$ cat config.mk
export PLATFORM = sky130hd
export DESIGN_NAME = rx_fifo_burst_ctrl
export DESIGN_NICKNAME = d
export VERILOG_FILES = /design/src/rtl/rx_fifo_burst_ctrl.sv
export SDC_FILE = /design/constraint.sdc
export NUM_CORES = 1
export LEC_CHECK = 0
export CAP_MARGIN = 0
export CORE_ASPECT_RATIO = 1.5
export CORE_UTILIZATION = 25
export DETAILED_ROUTE_END_ITERATION = 12
export HOLD_SLACK_MARGIN = 0.03
export SLEW_MARGIN = 20
export SYNTH_ARGS = -nofsm -noshare
export SYNTH_HDL_FRONTEND = slang
export SYNTH_SLANG_ARGS = --single-unit
$ cat constraint.sdc
create_clock -name clk -period 3.1 [get_ports clk]
set_clock_uncertainty 0.05 [all_clocks]
set_input_delay 0.93 -clock clk [delete_from_list [all_inputs] [get_ports clk]]
set_output_delay 0.93 -clock clk [all_outputs]
set_load 0.005 [all_outputs]
$ cat src/rtl/rx_fifo_burst_ctrl.sv
// Drain scheduler for the video RX FIFO: requests a DDR write slot once a full
// burst is buffered, then streams exactly one burst through a 2-entry skid buffer.
module rx_fifo_burst_ctrl #(
  parameter int                    DATA_WIDTH   = 32,
  parameter int                    LEVEL_WIDTH  = 11,
  parameter int                    BURST_LEN    = 64,
  parameter int                    ADDR_WIDTH   = 28,
  parameter logic [ADDR_WIDTH-1:0] BASE_ADDR    = '0,
  parameter int                    FRAME_BURSTS = 32400
) (
  input  logic                   clk,
  input  logic                   rst_n,
  input  logic                   frame_start,
  input  logic [LEVEL_WIDTH-1:0] fifo_rd_water_level,
  input  logic                   fifo_rd_empty,
  output logic                   fifo_rd_en,
  input  logic [DATA_WIDTH-1:0]  fifo_rd_data,
  output logic                   burst_req,
  output logic [ADDR_WIDTH-1:0]  burst_addr,
  input  logic                   burst_gnt,
  output logic [DATA_WIDTH-1:0]  wdata,
  output logic                   wvalid,
  input  logic                   wready,
  output logic                   wlast,
  output logic                   frame_done,
  output logic                   busy
);

  localparam int CNT_W  = $clog2(BURST_LEN + 1);
  localparam int BCNT_W = (FRAME_BURSTS > 1) ? $clog2(FRAME_BURSTS) : 1;

  localparam logic [ADDR_WIDTH-1:0]  STEP       = ADDR_WIDTH'(BURST_LEN * DATA_WIDTH / 8);
  localparam logic [CNT_W-1:0]       LEN        = CNT_W'(BURST_LEN);
  localparam logic [CNT_W-1:0]       LAST_WORD  = CNT_W'(BURST_LEN - 1);
  localparam logic [CNT_W-1:0]       CNT_ONE    = CNT_W'(1);
  localparam logic [BCNT_W-1:0]      LAST_BURST = BCNT_W'(FRAME_BURSTS - 1);
  localparam logic [BCNT_W-1:0]      BCNT_ONE   = BCNT_W'(1);
  localparam logic [LEVEL_WIDTH-1:0] LEVEL_TH   = LEVEL_WIDTH'(BURST_LEN);

  typedef enum logic [1:0] {IDLE, REQ, XFER} state_e;

  state_e                  state_q, state_d;
  logic [ADDR_WIDTH-1:0]   addr_q, addr_d;
  logic [BCNT_W-1:0]       burst_cnt_q, burst_cnt_d;
  logic [CNT_W-1:0]        rd_cnt_q, rd_cnt_d;
  logic [CNT_W-1:0]        out_cnt_q, out_cnt_d;
  logic                    pend_q, pend_d;
  logic                    frame_done_q, frame_done_d;
  logic                    rd_pend_q;
  logic [1:0]              occ_q, occ_d;
  logic                    head_q, head_d;
  logic [DATA_WIDTH-1:0]   buf_q [2];

  logic                    occ_nz;
  logic                    hs;
  logic                    push;
  logic                    pop;
  logic                    wr_idx;
  logic                    restart;

  // Skid buffer: the word returning from the FIFO is shown directly when the
  // buffer is empty, so the stream starts one cycle after the first read.
  always_comb begin
    occ_nz     = (occ_q != 2'd0);
    wvalid     = occ_nz || rd_pend_q;
    wdata      = occ_nz ? buf_q[head_q] : fifo_rd_data;
    wlast      = wvalid && (out_cnt_q == LAST_WORD);
    hs         = wvalid && wready;
    fifo_rd_en = (state_q == XFER) && (rd_cnt_q < LEN) && !fifo_rd_empty &&
                 ((occ_q + {1'b0, rd_pend_q}) < 2'd2);
    push       = rd_pend_q && (occ_nz || !wready);
    pop        = hs && occ_nz;
    wr_idx     = head_q ^ occ_q[0];
    occ_d      = occ_q + {1'b0, push} - {1'b0, pop};
    head_d     = head_q ^ pop;
  end

  always_comb begin
    // NOTE: every variable gets a default before the case so no path leaves
    // one unassigned, which would otherwise infer a latch.
    state_d      = state_q;
    addr_d       = addr_q;
    burst_cnt_d  = burst_cnt_q;
    rd_cnt_d     = rd_cnt_q;
    out_cnt_d    = out_cnt_q;
    pend_d       = pend_q;
    frame_done_d = 1'b0;
    restart      = 1'b0;

    unique case (state_q)
      IDLE: begin
        restart = frame_start;
        if (fifo_rd_water_level >= LEVEL_TH) state_d = REQ;
      end
      REQ: begin
        restart = frame_start;
        if (burst_gnt) begin
          state_d   = XFER;
          rd_cnt_d  = '0;
          out_cnt_d = '0;
        end
      end
      XFER: begin
        if (fifo_rd_en) rd_cnt_d = rd_cnt_q + CNT_ONE;
        if (hs) out_cnt_d = out_cnt_q + CNT_ONE;
        if (frame_start) pend_d = 1'b1;
        if (hs && wlast) begin
          state_d = IDLE;
          pend_d  = 1'b0;
          // A pending restart wins over both the frame wrap and its frame_done.
          if (pend_q || frame_start) begin
            restart = 1'b1;
          end else if (burst_cnt_q == LAST_BURST) begin
            restart      = 1'b1;
            frame_done_d = 1'b1;
          end else begin
            addr_d      = addr_q + STEP;
            burst_cnt_d = burst_cnt_q + BCNT_ONE;
          end
        end
      end
      default: state_d = IDLE;
    endcase

    if (restart) begin
      addr_d      = BASE_ADDR;
      burst_cnt_d = '0;
    end
  end

  assign burst_req  = (state_q == REQ);
  assign busy       = (state_q != IDLE);
  assign frame_done = frame_done_q;
  // A frame restart outside a transfer is visible on the address immediately.
  assign burst_addr = (frame_start && (state_q != XFER)) ? BASE_ADDR : addr_q;

  // NOTE: state uses non-blocking assignments so every flop samples the
  // pre-edge value of its neighbours regardless of process order.
  always_ff @(posedge clk or negedge rst_n) begin
    if (!rst_n) begin
      state_q      <= IDLE;
      addr_q       <= BASE_ADDR;
      burst_cnt_q  <= '0;
      rd_cnt_q     <= '0;
      out_cnt_q    <= '0;
      pend_q       <= 1'b0;
      frame_done_q <= 1'b0;
      rd_pend_q    <= 1'b0;
      occ_q        <= 2'd0;
      head_q       <= 1'b0;
    end else begin
      state_q      <= state_d;
      addr_q       <= addr_d;
      burst_cnt_q  <= burst_cnt_d;
      rd_cnt_q     <= rd_cnt_d;
      out_cnt_q    <= out_cnt_d;
      pend_q       <= pend_d;
      frame_done_q <= frame_done_d;
      rd_pend_q    <= fifo_rd_en;
      occ_q        <= occ_d;
      head_q       <= head_d;
    end
  end

  // NOTE: buffer storage is not reset; occ_q qualifies every entry, so stale
  // contents are never observed.
  always_ff @(posedge clk) begin
    if (push) buf_q[wr_idx] <= fifo_rd_data;
  end

endmodule

==> results.json <==
{
  "placement.io_buffers": 100,
  "path_class": "in -> out",
  "internal-power_w": 0.00390,
  "outcome": "finished, final reports clean",
  "cp.arrival_ns": 2.09,
  "cts_tree": "yes",
  "wl_per_cell_um": 14.5,
  "final_area_um2": 8310,
  "crit_required_ns": 2.12,
  "setup_tns_ns": 0,
  "whs_ns": 0.423,
  "antenna_found_initial": 0,
  "switching_share": 0.301,
  "num_io_pins": 115,
  "path_cells": "clkdlybuf4s50_1 > nor2_1 > a21oi_1 > clkdlybuf4s50_1",
  "drv_cap": 0,
  "worst_path_most_repeated_cell": "clkdlybuf4s50_1",
  "p_per_area_nw_per_um2": 671,
  "die_w_um": 129,
  "static-leakage-power_nw": 3.42,
  "path_clk_slew_ns": 0.05,
  "gp_congestion": 0.760,
  "drcViolationCount": 0,
  "clock_path_buffers": 2,
  "finalCriticalPeriod_ns": 3.07,
  "fin_crit_sh": 0.989,
  "p_sw_w": 0.00168,
  "n_fill_cell": 2403,
  "yosysMostFrequentCell": "edfxtp_1",
  "grt_pass1_vias": 4404,
  "grt_pass1_wl_mm": 22.7,
  "critPathLaunchType": "primary input",
  "clk_latency_ns": 0.41,
  "setup_viol": 0,
  "maxSlewHeadroom": 0.488,
  "syn_area_um2": 6010,
  "critPathSlowestCell": "clkdlybuf4s50_1",
  "synth_top_family_by_area": "simple AND/OR/NAND/NOR gates",
  "cts_sinks": 121,
  "cts_buffers": 17,
  "final_nets": 733,
  "dieArea_um2": 24700,
  "yosys-top-cells-count": "64 x edfxtp_1, 57 x dfrtp_1, 51 x nor2_1",
  "die_h_um": 192,
  "hpwl_mm": 9.31,
  "synth-xor-area-share": 0.0175,
  "synth-simple-area-share": 0.167,
  "synthMuxAreaShare": 0.0569,
  "cp_slowest_stage_delay_ns": 0.51,
  "grt_start_max_net_pins": 58,
  "combinationalPowerShare": 0.333,
  "fin_cells": 1010,
  "synth-seq-cells": 121,
  "synth_fa_ha_area_frac": 0.0125,
  "area_growth_syn_to_layout_pct": 38.3,
  "final-hold-violation-count": 0,
  "detail_route.vias_per_cell": 4.51,
  "syn_inst": 536,
  "rows": 69,
  "drive_gt1_frac": 0.174,
  "pwr-share-seq": 0.345,
  "place_inst": 971,
  "overflow": 0,
  "synth_top_flop_cell": "edfxtp_1",
  "worstPathMaxFanout": 2,
  "drt_iter0_drc": 248,
  "synth_top_area_frac": 0.320,
  "async_flop_share": 0.471,
  "synth_compound_area_frac": 0.142,
  "min_path_type": "reg -> reg",
  "grt_setup_unrepaired": "no",
  "num_vias": 4551,
  "synthTopCellsByArea": "edfxtp_1 32%, dfrtp_1 24%, mux2i_1 5.5%",
  "max_freq_ghz": 0.326,
  "postRouteAntennaNets": 0,
  "synth.distinct_cells": 54,
  "first_pass_iters": 4,
  "ir_drop_v": 0.000342,
  "cts_root_buffer": "clkbuf_16",
  "drt-total-wl_mm": 14.6,
  "synth_top_area_cell": "edfxtp_1",
  "ys_warn_count": 0,
  "crit_path_end_kind": "output pin",
  "htree_levels": 4,
  "worstMarginPinSlew_ns": 0.768,
  "clockPowerShare": 0.322,
  "coreArea_um2": 23700,
  "finalMaxSlewViolations": 0,
  "synth-edff-count": 64,
  "diodes": 0,
  "grt_use_total": 0.121,
  "syn_avg_cell_area_um2": 11.2,
  "seq_area_frac_synth": 0.558,
  "dpl_cell_area_um2": 7620,
  "initial_core_util": 0.254
}
-- power by group through the flow --
stage	Sequential, W	Clock [W]	Combinational (W)
2_1_floorplan	0.00191	0	0.000918
3_3_place_gp	0.00194	0	0.00181
3_5_place_dp	0.00195	0	0.00183
5_1_grt	0.00194	0.00191	0.00204
4_1_cts	0.00192	0.00185	0.00185
6_report	0.00192	0.00180	0.00186
-- final timing paths --
check	startpoint	end	slack, ns	cells after the start
max in group asynchronous	rst_n	occ_q[0]	1.84	2
max	fifo_rd_data[24]	wdata[24]	0.03	4
min	out_cnt_q[6]	out_cnt_q[6]	0.42	1
min in group asynchronous	rst_n	burst_cnt_q[3]	0.62	2
min reg2reg	out_cnt_q[6]	out_cnt_q[6]	0.42	1
max reg2reg	occ_q[0]	burst_cnt_q[1]	0.83	6
-- registers in the layout, indices dropped and copies added, names as in the netlist --
register     cells
buf_q           64
addr_q          20
burst_cnt_q     15
out_cnt_q        7
rd_cnt_q         7
occ_q            2
state_q          2
frame_done       1
head_q           1
pend_q           1
rd_pend_q        1
-- critical path: cells and delay by family --
family / cells / cell delay, ns
AO/OA/AOI/OAI: 1 / 0.11
buffers and inverters: 2 / 1.00
AND/OR/NAND/NOR: 1 / 0.05
-- cell families (layout without fill, tap and decap cells) --
| logic type | after synthesis | in the layout |
|---|---|---|
| simple gates | 192 | 192 |
| compound gates | 124 | 124 |
| flops | 121 | 121 |
| buf+inv | 46 | 194 |
| mux | 34 | 34 |
| xor+xnor | 12 | 12 |
| fa+ha+maj | 6 | 6 |
| other cells | 1 | 8 |
-- through the flow --
step                worst slack (ns)  utilization  power, W
floorplan                      0.472            -   0.00283
global placement              -0.240        0.322   0.00375
detailed placement            -0.243        0.322   0.00377
CTS                         0.000103        0.348   0.00562
global route                0.000763        0.351   0.00589
finish                        0.0345        0.351   0.00557
-- layer usage --
metal / wire [µm] / part of all wire / global-route usage
met5: 0 / 0 / 0
met4: 470 / 0.032 / 0.0688
met3: 500 / 0.034 / 0.0267
met2: 7690 / 0.53 / 0.222
met1: 5950 / 0.41 / 0.126
-- area by class of cell --
class | count | area [µm²] | area share
Multi-Input combinational cell | 376 | 2440 | 0.293
Inverter | 5 | 18.8 | 0.00226
Timing Repair Buffer | 157 | 1570 | 0.188
Sequential cell | 121 | 3350 | 0.403
Tap cell | 319 | 399 | 0.0480
Clock buffer | 20 | 437 | 0.0526
Clock inverter | 12 | 101 | 0.0122
-- cells in the final DEF (no fill, tap or decap), types with 21 or more instances in the layout --
master            n
buf_4            47
mux2i_1          33
clkdlybuf4s50_1  54
dfrtp_1          55
a21oi_1          33
nand3_1          21
o21ai_0          32
nand2_1          32
edfxtp_1         64
dlygate4sd2_1    27
nor2_1           50
-- timing repair --
action,CTS,global route
gates resized for setup,36,21
buffers inserted,3,2
pin swaps,1,1
setup endpoints to repair,36,27
cloned,1,1
hold buffers,0,0
endpoints found under the hold margin,0,0
No activity file was read; power rests on OpenSTA's default activity.
